[src/rtl/uart.sv]
// Byte UART transceiver (8 data bits, LSB first, optional even parity when UART_PARITY_EN is defined, 1 stop bit).
// Latency: Tx starts on the first tx tick after the send edge; LEDR/check_parity update at the receiver's stop-bit sample.
// Backpressure: none; load and send are ignored while the transmitter is busy, and the receiver rearms right after its stop sample.
`timescale 1ns/1ps
module uart #(
    parameter int counter_ceil_tr  = 2604,
    parameter int counter_ceil_rec = 2604
) (
    input  logic       CLOCK_125_p,
    input  logic [2:0] KEY,
    input  logic [7:0] SW,
    input  logic       Rx,
    output logic       Tx,
    output logic [7:0] LEDR,
    output logic       check_parity
);

    localparam int TW = $clog2(counter_ceil_tr + 1);
    localparam int RW = $clog2(counter_ceil_rec + 1);
    localparam logic [TW-1:0] TR_LAST = TW'(counter_ceil_tr - 1);
    localparam logic [RW-1:0] REC_LAST = RW'(counter_ceil_rec - 1);

    typedef enum logic [2:0] {
        TX_IDLE,
        TX_START,
        TX_DATA,
`ifdef UART_PARITY_EN
        TX_PARITY,
`endif
        TX_STOP
    } tx_state_t;

    typedef enum logic [2:0] {
        RX_IDLE,
        RX_START,
        RX_DATA,
`ifdef UART_PARITY_EN
        RX_PARITY,
`endif
        RX_STOP
    } rx_state_t;

    logic rst;
    logic load;
    logic send;
    assign rst  = KEY[0];
    assign load = KEY[1];
    assign send = KEY[2];

    // ---------------- transmitter ----------------
    logic [TW-1:0] cnt_tr;
    logic          clock_for_Transmitter;
    logic          clk_tr_q;
    logic          tx_tick;
    tx_state_t     tx_state, tx_state_nxt;
    logic          tx_nxt;
    logic [7:0]    tx_data;
    logic [7:0]    tx_shift;
    logic [2:0]    tx_bit_cnt;
    logic          pending;
    logic          key2_q;
    logic          send_edge;

    assign tx_tick   = clock_for_Transmitter & ~clk_tr_q;
    assign send_edge = send & ~key2_q;

    always_ff @(posedge CLOCK_125_p) begin
        if (rst) begin
            cnt_tr                <= '0;
            clock_for_Transmitter <= 1'b0;
            clk_tr_q              <= 1'b0;
        end else begin
            clk_tr_q <= clock_for_Transmitter;
            if (cnt_tr == TR_LAST) begin
                cnt_tr                <= '0;
                clock_for_Transmitter <= ~clock_for_Transmitter;
            end else begin
                cnt_tr <= cnt_tr + TW'(1);
            end
        end
    end

    // Tx is registered from tx_nxt, so the line level always reflects the state being entered.
    always_comb begin
        tx_state_nxt = tx_state;
        tx_nxt       = Tx;
        if (tx_tick) begin
            case (tx_state)
                TX_IDLE: begin
                    if (pending) begin
                        tx_state_nxt = TX_START;
                        tx_nxt       = 1'b0;
                    end
                end
                TX_START: begin
                    tx_state_nxt = TX_DATA;
                    tx_nxt       = tx_data[0];
                end
                TX_DATA: begin
                    if (tx_bit_cnt == 3'd7) begin
`ifdef UART_PARITY_EN
                        tx_state_nxt = TX_PARITY;
                        tx_nxt       = ^tx_data;
`else
                        tx_state_nxt = TX_STOP;
                        tx_nxt       = 1'b1;
`endif
                    end else begin
                        tx_nxt = tx_shift[0];
                    end
                end
`ifdef UART_PARITY_EN
                TX_PARITY: begin
                    tx_state_nxt = TX_STOP;
                    tx_nxt       = 1'b1;
                end
`endif
                TX_STOP: begin
                    tx_state_nxt = TX_IDLE;
                    tx_nxt       = 1'b1;
                end
                default: begin
                    tx_state_nxt = TX_IDLE;
                    tx_nxt       = 1'b1;
                end
            endcase
        end
    end

    always_ff @(posedge CLOCK_125_p) begin
        if (rst) begin
            tx_state   <= TX_IDLE;
            Tx         <= 1'b1;
            tx_data    <= 8'h00;
            tx_shift   <= 8'h00;
            tx_bit_cnt <= 3'd0;
            pending    <= 1'b0;
            key2_q     <= 1'b0;
        end else begin
            tx_state <= tx_state_nxt;
            Tx       <= tx_nxt;
            key2_q   <= send;
            if (load && tx_state == TX_IDLE)
                tx_data <= SW;
            if (tx_tick && tx_state == TX_IDLE && pending)
                pending <= 1'b0;
            else if (send_edge && tx_state == TX_IDLE)
                pending <= 1'b1;
            // tx_data is frozen once busy, so parity can be taken from it directly.
            if (tx_tick && tx_state == TX_START) begin
                tx_shift   <= {1'b0, tx_data[7:1]};
                tx_bit_cnt <= 3'd0;
            end else if (tx_tick && tx_state == TX_DATA) begin
                tx_shift   <= {1'b0, tx_shift[7:1]};
                tx_bit_cnt <= tx_bit_cnt + 3'd1;
            end
        end
    end

    // ---------------- receiver ----------------
    logic          rx_s1, rx_s2, rx_prev;
    logic          rx_fall;
    logic          rx_restart;
    logic [RW-1:0] cnt_rec;
    logic          clock_for_Receiver;
    logic          rx_tick;
    rx_state_t     rx_state, rx_state_nxt;
    logic [7:0]    rx_shift;
    logic [2:0]    rx_bit_cnt;
`ifdef UART_PARITY_EN
    logic          rx_par;
`endif

    assign rx_fall    = rx_prev & ~rx_s2;
    assign rx_restart = (rx_state == RX_IDLE) && rx_fall;
    // Receiver clock is re-phased on the start edge, so each rising edge lands mid-bit.
    assign rx_tick    = (cnt_rec == REC_LAST) && !clock_for_Receiver;

    always_ff @(posedge CLOCK_125_p) begin
        if (rst) begin
            rx_s1              <= 1'b1;
            rx_s2              <= 1'b1;
            rx_prev            <= 1'b1;
            cnt_rec            <= '0;
            clock_for_Receiver <= 1'b0;
        end else begin
            rx_s1   <= Rx;
            rx_s2   <= rx_s1;
            rx_prev <= rx_s2;
            if (rx_restart) begin
                cnt_rec            <= '0;
                clock_for_Receiver <= 1'b0;
            end else if (cnt_rec == REC_LAST) begin
                cnt_rec            <= '0;
                clock_for_Receiver <= ~clock_for_Receiver;
            end else begin
                cnt_rec <= cnt_rec + RW'(1);
            end
        end
    end

    always_comb begin
        rx_state_nxt = rx_state;
        case (rx_state)
            RX_IDLE:  if (rx_fall) rx_state_nxt = RX_START;
            RX_START: if (rx_tick) rx_state_nxt = rx_s2 ? RX_IDLE : RX_DATA;
            RX_DATA: begin
                if (rx_tick && rx_bit_cnt == 3'd7)
`ifdef UART_PARITY_EN
                    rx_state_nxt = RX_PARITY;
`else
                    rx_state_nxt = RX_STOP;
`endif
            end
`ifdef UART_PARITY_EN
            RX_PARITY: if (rx_tick) rx_state_nxt = RX_STOP;
`endif
            RX_STOP:  if (rx_tick) rx_state_nxt = RX_IDLE;
            default:  rx_state_nxt = RX_IDLE;
        endcase
    end

    always_ff @(posedge CLOCK_125_p) begin
        if (rst) begin
            rx_state     <= RX_IDLE;
            rx_shift     <= 8'h00;
            rx_bit_cnt   <= 3'd0;
            LEDR         <= 8'h00;
            check_parity <= 1'b0;
`ifdef UART_PARITY_EN
            rx_par       <= 1'b0;
`endif
        end else begin
            rx_state <= rx_state_nxt;
            if (rx_tick) begin
                case (rx_state)
                    RX_START: rx_bit_cnt <= 3'd0;
                    RX_DATA: begin
                        rx_shift   <= {rx_s2, rx_shift[7:1]};
                        rx_bit_cnt <= rx_bit_cnt + 3'd1;
                    end
`ifdef UART_PARITY_EN
                    RX_PARITY: rx_par <= rx_s2;
`endif
                    RX_STOP: begin
                        LEDR <= rx_shift;
`ifdef UART_PARITY_EN
                        check_parity <= rx_s2 & ~(rx_par ^ (^rx_shift));
`else
                        check_parity <= rx_s2;
`endif
                    end
                    default: ;
                endcase
            end
        end
    end

endmodule

[config.mk]
export PLATFORM = sky130hd
export DESIGN_NAME = uart
export DESIGN_NICKNAME = d
export VERILOG_FILES = /design/src/rtl/uart.sv
export SDC_FILE = /design/constraint.sdc
export NUM_CORES = 1
export LEC_CHECK = 0
export BUFFER_PORTS_ARGS = -buffer_cell sky130_fd_sc_hd__buf_2
export CAP_MARGIN = 30
export CORE_MARGIN = 2
export CORE_UTILIZATION = 40
export CTS_BUF_LIST = sky130_fd_sc_hd__clkbuf_4
export CTS_CLUSTER_SIZE = 8
export DETAILED_ROUTE_END_ITERATION = 7
export HOLD_SLACK_MARGIN = 0.05
export PLACE_DENSITY = 0.59
export SLEW_MARGIN = 20
export SYNTH_ARGS = -nofsm -noshare
export SYNTH_HDL_FRONTEND = slang
export SYNTH_SLANG_ARGS = --single-unit
[constraint.sdc]
create_clock -name CLOCK_125_p -period 2.2 [get_ports CLOCK_125_p]
set_input_delay 0.33 -clock CLOCK_125_p [delete_from_list [all_inputs] [get_ports CLOCK_125_p]]
set_output_delay 0.33 -clock CLOCK_125_p [all_outputs]
set_load 0.02 [all_outputs]
==> run_results.csv, run 1 <==
group,metric,value,unit
status,status,"completed",
die,placement_rows,32,
detailed_routing,drcViolationCount,0,
cts,clockBufferDepth,2,
sta,maxSlewViolCount,0,
critical_path,cp-startpoint,"cnt_rec[0]$_SDFF_PP0_",
detailed_routing,finalWirelength,5934,um
global_route,antenna_found_initial,0,
detailed_routing,drt_iter0_markers,78,
sta,min_period,1.968,ns
synthesis,synthDominantCellAreaShare,46.75,%
pwr,p_sw,648.6,uW
global_route,track_usage,14.97,%
layout,multiInputGateArea,1615,um^2
critical_path,rrSetupSlack,0.23,ns
detailed_routing,post_drt_wl_per_cell,12.26,um
critical_path,path_max_fanout,11,
job,drv_cap,0,
sta,clock.fmax,0.5081,GHz
cts,cts_num_sinks,75,
cts,cts_setup_buffers,0,
critical_path,critical_path_required,2.50,ns
die,core,7767,um^2
pwr,internal_power,2168,uW
global_route,grt_first_pass_wirelength,10570,um
synthesis,yosys_warnings,0,
synthesis,ys_ff_latch,75,
die,pin_count,23,
synthesis,async_reset_ff_share,0,%
synthesis,syn_nets,377,
detailed_routing,dr.pass1.iters,4,
critical_path,endpoint,"cnt_rec[3]$_SDFF_PP0_",
sta,relSlewSlack,72.91,%
sta,setup_violations,0,
critical_path,end_kind,"register",
pwr,p_leak,0.001553,uW
synthesis,yosysSeqAreaShare,46.75,%
sta,finalHoldViolCount,0,
sta,tightest_slew,0.4030,ns
layout,final_common_cell,"dfxtp_1",
detailed_routing,via_per_inst,5.159,
critical_path,reg2reg_to,"cnt_rec[3]$_SDFF_PP0_",
layout,area_delta_synth_final,14.14,%
die,die_height,93.61,um
cts,cts-buffers-inserted,9,
sta,tns,0,ns
place,gp_congestion,0.8491,
critical_path,start_kind,"register",
cts,clk_pin_slew,0.13,ns
synthesis,synth-edff-count,0,
critical_path,r2r-start,"cnt_rec[0]$_SDFF_PP0_",
synthesis,avgSynthCellArea,9.177,um^2
pwr,ir_worst_vdd,0.0003269,V
sta,rsz0062_at_grt,"no",
synthesis,syn-cell-area,3212,um^2
layout,fin_util,47.20,%
critical_path,critPathKind,"reg2reg",
pwr,p_seq_share,50.5,%
pwr,p_total,2817,uW
synthesis,ys_types,41,
critical_path,cp.arrival,2.27,ns
layout,register_area,1501,um^2
synthesis,synth_cells,350,
min_path,min_path_type,"in2reg",
global_route,grt_max_degree,29,
cts,cts_tree,"yes",
global_route,overflow,0,
cts,htreeDepth,3,
place,io_buffers,22,
place,hpwl,4080,um
detailed_routing,ant_nets,0,
cts,worstSkewPairLatency,0.42,ns
synthesis,synth_area_leader_cell,"dfxtp_1",
sta,post-route-period-util,89.45,%
cts,root_buffer,"clkbuf_4",
layout,drive_above_1_share,13.87,%
layout,nFillCells,771,
detailed_routing,vias,2497,
layout,antennaDiodeCount,0,
synthesis,synth_ff_type,"dfxtp_1",
pwr,p_comb_share,6.5,%
die,initial_utilization,41.35,%
synthesis,synthTopCellsByArea,"dfxtp_1, mux2i_1, nor2_1",
layout,final_nets,404,
pwr,p_clk_share,43.0,%
global_route,grt_pass1_vias,2438,
die,die_x,93.61,um
die,die-area,8762,um^2
layout,final_cell_mix,"dfxtp_1, nor2_1, nand2_1, nand3_1, buf_2",
sta,finClkSkew,0.01357,ns
pwr,swShare,23.02,%
pwr,power_density,768.4,nW/um^2
critical_path,reg2regPathDepth,5,
state kept, by name (all words and copies together) (netlist names):
signal	flops
LEDR	8
Tx	1
check_parity	1
clk_tr_q	1
clock_for_Receiver	1
clock_for_Transmitter	1
cnt_rec	12
cnt_tr	12
key2_q	1
pending	1
rx_bit_cnt	3
rx_prev	1
rx_s1	1
rx_s2	1
rx_shift	8
rx_state	2
tx_bit_cnt	3
tx_data	8
tx_shift	7
tx_state	2
cell type report:
| cell class | instances | area share (%) |
|---|---|---|
| clock inverters | 7 | 4.027 |
| multi-input cells | 251 | 44.06 |
| flip-flops and latches | 75 | 40.96 |
| repair buffers | 29 | 4.505 |
| clock buffers | 9 | 1.843 |
| inverters | 11 | 1.126 |
| well taps | 102 | 3.481 |
cell families (layout without fill, tap and decap cells):
kind of cell	count (synthesis)	in the layout	share of synthesized area [%]
flip-flops	75	75	46.75
XOR/XNOR	22	22	5.999
AO/OA/AOI/OAI	33	33	7.480
adder cells (fa/ha/maj)	14	14	5.454
multiplexers	21	21	6.545
buffers and inverters	24	56	2.961
AND/OR/NAND/NOR	161	161	24.81
per-layer routing:
metal	track usage [%]	wire, um	part of all wire, %
met4	7.367	112	1.9
met1	18.35	2852	48
met2	23.74	2736	46
met3	4.754	233	3.9
met5	0	0	0
worst min-delay path by stage:
stage / startpoint / cells after the start / to / slack, ns
after floorplan: rx_s1$_SDFF_PP1_ / 1 / rx_s2$_SDFF_PP1_ / 0.39
after global placement: rx_s1$_SDFF_PP1_ / 1 / rx_s2$_SDFF_PP1_ / 0.40
after detailed placement: rx_s1$_SDFF_PP1_ / 1 / rx_s2$_SDFF_PP1_ / 0.40
after CTS: Rx / 2 / rx_s1$_SDFF_PP1_ / 0.05
after global routing: SW[2] / 3 / tx_data[2]$_SDFFE_PP0P_ / 0.13
final: SW[6] / 3 / tx_data[6]$_SDFFE_PP0P_ / 0.14
worst max-delay path: stages (launching register included):
cell and delay [ns]:
dfxtp_1 0.45, ha_1 0.28, nand4b_1 0.23, or3_1 0.47, nand2_1 0.33, nor2_1 0.09
metrics by stage:
stage / worst slack [ns] / cell area, um^2 / hold WS [ns] / cells
6_report: 0.2321 / 3666 / 0.1439 / 484
5_1_grt: 0.07890 / 3666 / 0.1265 / 484
4_1_cts: 0.2417 / 3656 / 0.05359 / 483
3_5_place_dp: 0.2611 / 3441 / 0.4014 / 467
3_3_place_gp: 0.3533 / 3441 / 0.3990 / 467
2_1_floorplan: 0.4988 / 3212 / 0.3895 / 350
synthesized netlist by cell type, types with 2 or more instances:
library cell,n
nor4_1,3
inv_1,11
o31ai_1,2
or2_2,4
nor4b_1,4
nor2b_1,4
xnor2_1,11
ha_1,14
nand2_1,30
o21ai_0,2
clkbuf_1,11
and2_1,2
xor2_1,11
nand3_1,28
nor2_1,53
nand4_1,9
or3_1,2
a311oi_1,7
dfxtp_1,75
mux2i_1,21
and3_1,6
and4_1,2
a21oi_1,15
nor3_1,6
timing repair:
item,4_1_cts,5_1_grt
hold buffers,0,1
endpoints found under the hold margin,0,1
resized for setup,0,0
power by group through the flow:
stage                     registers, uW  clock network, uW  logic, uW
after floorplan                    1450                  0        139
after global routing               1430               1300        209
after detailed placement           1450                  0        177
after CTS                          1420               1240        179
final                              1420               1210        182
after global placement             1450                  0        177
No activity file was read; power rests on OpenSTA's default activity.
==> run 2: changes to the inputs <==
--- a/config.mk
+++ b/config.mk
@@ -8,12 +8,12 @@
 export BUFFER_PORTS_ARGS = -buffer_cell sky130_fd_sc_hd__buf_2
 export CAP_MARGIN = 30
 export CORE_MARGIN = 2
-export CORE_UTILIZATION = 40
+export CORE_UTILIZATION = 62
 export CTS_BUF_LIST = sky130_fd_sc_hd__clkbuf_4
 export CTS_CLUSTER_SIZE = 8
 export DETAILED_ROUTE_END_ITERATION = 7
 export HOLD_SLACK_MARGIN = 0.05
-export PLACE_DENSITY = 0.59
+export PLACE_DENSITY = 0.84
 export SLEW_MARGIN = 20
 export SYNTH_ARGS = -nofsm -noshare
 export SYNTH_HDL_FRONTEND = slang
==> run_results.csv, run 2 (synthesized netlist as in run 1, its figures left out) <==
group,metric,value,unit
critical_path,rrSetupSlack,0.19,ns
die,die_height,75.98,um
global_route,grt_max_degree,28,
sta,setup_violations,0,
layout,fin_util,71.09,%
min_path,min_path_type,"in2reg",
detailed_routing,met2_length,2887,um
detailed_routing,ant_nets,0,
cts,root_buffer,"clkbuf_4",
global_route,track_usage,21.46,%
detailed_routing,drcViolationCount,0,
layout,area_delta_synth_final,11.61,%
status,status,"completed",
critical_path,crit_path_top_delay_cell,"or3_1",
global_route,antenna_found_initial,0,
critical_path,reg2reg_to,"cnt_rec[8]$_SDFF_PP0_",
place,post_dp_cell_area,3401,um^2
sta,relSlewSlack,71.05,%
critical_path,cp_cell_sequence,"ha_1, nand4b_1, or3_1, nand2_1, nor2_1",
sta,setup_slack,0.1900,ns
detailed_routing,routed.top_layer,"met4",
critical_path,critPathKind,"reg2reg",
critical_path,end_kind,"register",
layout,register_area,1501,um^2
pwr,ir_worst_vdd,0.0004184,V
pwr,swShare,23.53,%
die,core,5042,um^2
pwr,internal_power,2041,uW
die,die_x,75.98,um
layout,nFillCells,377,
pwr,p_sw,628.0,uW
detailed_routing,dr.pass1.iters,4,
pwr,p_clk_share,39.7,%
pwr,power_density,744.6,nW/um^2
critical_path,critPathMaxStageDelay,0.48,ns
min_path,holdPathStages,2,
global_route,grt_first_pass_wirelength,10210,um
layout,drive_above_1_share,13.91,%
critical_path,reg2regPathDepth,5,
sta,rsz0062_at_grt,"no",
pwr,p_leak,0.001536,uW
pwr,p_comb_share,6.9,%
critical_path,cp.arrival,2.31,ns
detailed_routing,via_per_inst,5.517,
sta,fin_hold_ws,0.1164,ns
layout,multiInputGateArea,1615,um^2
layout,final_common_cell,"dfxtp_1",
detailed_routing,wl_met1,2791,um
min_path,hold-path-endpoint,"rx_s1$_SDFF_PP1_",
detailed_routing,met3_wirelength,163,um
sta,finClkSkew,0.01502,ns
detailed_routing,vias,2488,
sta,clock.fmax,0.4975,GHz
critical_path,r2r-start,"cnt_rec[0]$_SDFF_PP0_",
detailed_routing,finalWirelength,5944,um
detailed_routing,drt_iter0_markers,136,
place,io_buffers,22,
sta,post-route-period-util,91.36,%
global_route,grt_pass1_vias,2431,
layout,final_cell_mix,"dfxtp_1, nor2_1, nand2_1, nand3_1, buf_2",
min_path,hp-start,"Rx",
cts,clk_pin_slew,0.11,ns
sta,tns,0,ns
cts,worstSkewPairLatency,0.41,ns
sta,min_period,2.010,ns
cts,cts_tree,"yes",
layout,stdcell_area,3585,um^2
cts,cts_num_sinks,75,
critical_path,path_max_fanout,11,
place,dp_slack,0.2508,ns
cts,ctsHoldBuffers,0,
sta,finalHoldViolCount,0,
critical_path,critical_path_required,2.50,ns
cts,cts_setup_buffers,0,
sta,maxSlewViolCount,0,
cts,clockBufferDepth,2,
global_route,overflow,0,
cts,ctsResizeCount,0,
cts,cts-buffers-inserted,9,
detailed_routing,post_drt_wl_per_cell,13.18,um
sta,tightest_slew,0.4342,ns
die,initial_utilization,63.70,%
layout,reg_top3,"cnt_rec (12), cnt_tr (12)",
cts,htreeDepth,3,
layout,antennaDiodeCount,0,
die,placement_rows,26,
die,die-area,5772,um^2
pwr,p_seq_share,53.5,%
layout,final_nets,403,
place,gp_congestion,0.8196,
die,pin_count,23,
job,drv_cap,0,
place,hpwl,4056,um
critical_path,start_kind,"register",
run 2: cell types whose count changed in the layout (fill, tap and decap cells not counted), sizes merged:
cell / change
dlygate4sd3: -1
clkinv: +3
bufinv: -1
inv: -2
run 2: power by group through the flow:
stage / sequential [uW] / clock [uW] / combinational (uW)
floorplan: 1450 / 0 / 139
CTS: 1430 / 1070 / 183
global route: 1430 / 1120 / 211
global placement: 1450 / 0 / 174
detailed placement: 1460 / 0 / 183
finish: 1430 / 1060 / 184
run 2: how the worst max path moves through the flow:
stage,from,end,slack (ns),cells after the start
after floorplan,cnt_rec[0]$_SDFF_PP0_,rx_state[1]$_SDFFE_PP0P_,0.50,5
after global placement,cnt_rec[0]$_SDFF_PP0_,cnt_rec[11]$_SDFF_PP0_,0.37,5
after detailed placement,cnt_rec[0]$_SDFF_PP0_,cnt_rec[8]$_SDFF_PP0_,0.25,5
after CTS,cnt_rec[0]$_SDFF_PP0_,cnt_rec[8]$_SDFF_PP0_,0.21,5
after global routing,cnt_rec[0]$_SDFF_PP0_,cnt_rec[8]$_SDFF_PP0_,0.06,5
final,cnt_rec[0]$_SDFF_PP0_,cnt_rec[8]$_SDFF_PP0_,0.19,5
run 2: through the flow:
step	total power, uW	cells
2_1_floorplan	1584	350
3_3_place_gp	1625	435
3_5_place_dp	1638	435
4_1_cts	2674	451
5_1_grt	2767	451
6_report	2669	451
run 2: layout make-up:
| class | instances | share of cell area (%) |
|---|---|---|
| clock buffers | 9 | 1.885 |
| clock inverters | 7 | 3.246 |
| multi-input cells | 251 | 45.06 |
| well taps | 70 | 2.443 |
| flip-flops and latches | 75 | 41.88 |
| repair buffers | 28 | 4.328 |
| inverters | 11 | 1.152 |
run 2: metal layers:
metal / global-route usage (%) / up-vias
li1: - / 1272
met1: 24.92 / 1159
met2: 37.41 / 45
met3: 4.147 / 12
met4: 11.64 / 0
met5: 0 / -
run 2: worst max-delay path: cells and delay by family, from the launching register on:
family                   cells  cell delay [ns]
adder cells (fa/ha/maj)      1             0.29
AND/OR/NAND/NOR              4             1.14
flip-flops                   1             0.47
==> run 3: changes to the inputs <==
==> config.mk (replaced) <==
export PLATFORM = sky130hd
export DESIGN_NAME = uart
export DESIGN_NICKNAME = d
export VERILOG_FILES = /design/src/rtl/uart.sv
export SDC_FILE = /design/constraint.sdc
export NUM_CORES = 1
export LEC_CHECK = 0
export CAP_MARGIN = 30
export CORE_MARGIN = 2
export CORE_UTILIZATION = 65
export CTS_BUF_LIST = sky130_fd_sc_hd__clkbuf_4
export CTS_CLUSTER_SIZE = 8
export DETAILED_ROUTE_END_ITERATION = 7
export DONT_BUFFER_PORTS = 1
export HOLD_SLACK_MARGIN = 0.05
export PLACE_DENSITY = 0.83
export SLEW_MARGIN = 20
export SYNTH_ARGS = -nofsm -noshare
export SYNTH_HDL_FRONTEND = slang
export SYNTH_SLANG_ARGS = --single-unit
==> run_results.csv, run 3 (synthesized netlist as in run 1, its figures left out) <==
group,metric,value,unit
status,status,"completed",
place,gp_congestion,0.8941,
cts,ctsResizeCount,0,
detailed_routing,ant_nets,0,
sta,min_period,1.951,ns
global_route,grt_first_pass_wirelength,10110,um
sta,tightest_slew,0.4011,ns
detailed_routing,finalWirelength,6219,um
critical_path,critPathKind,"reg2reg",
layout,antennaDiodeCount,0,
sta,relSlewSlack,73.19,%
job,drv_cap,0,
sta,rsz0062_at_grt,"no",
critical_path,crit_path_top_delay_cell,"or3_1",
cts,cts_setup_buffers,0,
cts,cts_num_sinks,75,
detailed_routing,vias,2478,
critical_path,critPathBufInv,0,
global_route,grt_max_degree,49,
layout,drive_above_1_share,8.245,%
cts,clk_pin_slew,0.12,ns
global_route,overflow,0,
detailed_routing,via_per_inst,5.594,
layout,stdcell_area,3635,um^2
layout,reg_top3,"cnt_rec (12), cnt_tr (12)",
sta,finalHoldViolCount,0,
critical_path,path_max_fanout,11,
die,core,4755,um^2
sta,maxSlewViolCount,0,
critical_path,start_kind,"register",
cts,worstSkewPairLatency,0.43,ns
pwr,p_leak,0.001493,uW
detailed_routing,dr.pass1.iters,4,
die,placement_rows,25,
die,die_height,74.30,um
cts,cts-buffers-inserted,9,
layout,final_nets,398,
cts,clockBufferDepth,2,
sta,post-route-period-util,88.67,%
cts,root_buffer,"clkbuf_4",
critical_path,critical_path_required,2.51,ns
place,post_dp_cell_area,3279,um^2
sta,clock.fmax,0.5126,GHz
sta,setup_violations,0,
critical_path,path_delay_family,"simple AND/OR/NAND/NOR gates",
global_route,antenna_found_initial,0,
critical_path,cp_cell_sequence,"ha_1, nand4b_1, or3_1, nand2_1, nor2_1",
cts,cts_tree,"yes",
layout,final_cell_mix,"dfxtp_1, nor2_1, nand2_1, nand3_1, mux2i_1",
sta,tns,0,ns
sta,finClkSkew,0.01752,ns
die,die-area,5520,um^2
die,initial_utilization,67.55,%
pwr,power_density,712.8,nW/um^2
layout,nFillCells,347,
cts,htreeDepth,3,
layout,area_delta_synth_final,13.17,%
critical_path,cp.arrival,2.26,ns
global_route,track_usage,24.17,%
pwr,ir_worst_vdd,0.0005232,V
critical_path,rrSetupSlack,0.25,ns
global_route,grt_pass1_vias,2271,
die,die_x,74.30,um
critical_path,end_kind,"register",
critical_path,critPathMaxStageDelay,0.48,ns
die,pin_count,23,
place,io_buffers,0,
detailed_routing,post_drt_wl_per_cell,14.04,um
detailed_routing,drcViolationCount,0,
layout,final_common_cell,"dfxtp_1",
cts,ctsHoldBuffers,18,
place,hpwl,3909,um
detailed_routing,drt_iter0_markers,111,
min_path,min_path_type,"in2reg",
run 3: final timing paths:
| path | start | end | cells past startpoint |
|---|---|---|---|
| hold reg to reg | tx_data[7]$_SDFFE_PP0P_ | tx_shift[6]$_SDFFE_PP0P_ | 2 |
| setup / recovery | cnt_rec[0]$_SDFF_PP0_ | cnt_rec[10]$_SDFF_PP0_ | 5 |
| hold / removal | KEY[0] | Tx$_SDFFE_PP1P_ | 2 |
| setup reg to reg | cnt_rec[0]$_SDFF_PP0_ | cnt_rec[10]$_SDFF_PP0_ | 5 |
run 3: per-stage QoR:
step | power [uW] | std cells | setup slack (ns) | util (%) | hold slack, ns
after floorplan | 1584 | 350 | 0.4988 | - | 0.3895
after global placement | 1598 | 409 | 0.3542 | 68.97 | 0.4068
after detailed placement | 1603 | 409 | 0.2685 | 68.97 | 0.4085
after CTS | 2599 | 443 | 0.2470 | 76.45 | 0.05093
after global routing | 2687 | 443 | 0.1314 | 76.45 | 0.09994
final | 2591 | 443 | 0.2492 | 76.45 | 0.08811
run 3: layer usage:
layer	track usage, %	up-vias	wire length [um]
li1	-	1260	-
met4	12.30	0	118
met3	4.878	11	243
met1	30.00	1150	2885
met2	39.98	57	2972
met5	0	-	0
run 3: layout make-up:
cell class                      count  area (um^2)  area share [%]
Clock buffer                       10        75.07           2.065
Sequential cell                    75         1501           41.31
Clock inverter                      6        90.09           2.478
Timing Repair Buffer               23        227.7           6.265
Tap cell                           67        83.83           2.306
Inverter                           11        41.29           1.136
Multi-Input combinational cell    251         1615           44.44
run 3: power by group:
part	switching, uW	internal, uW
clock network	498	475
logic	101	91.7
registers	34.3	1390
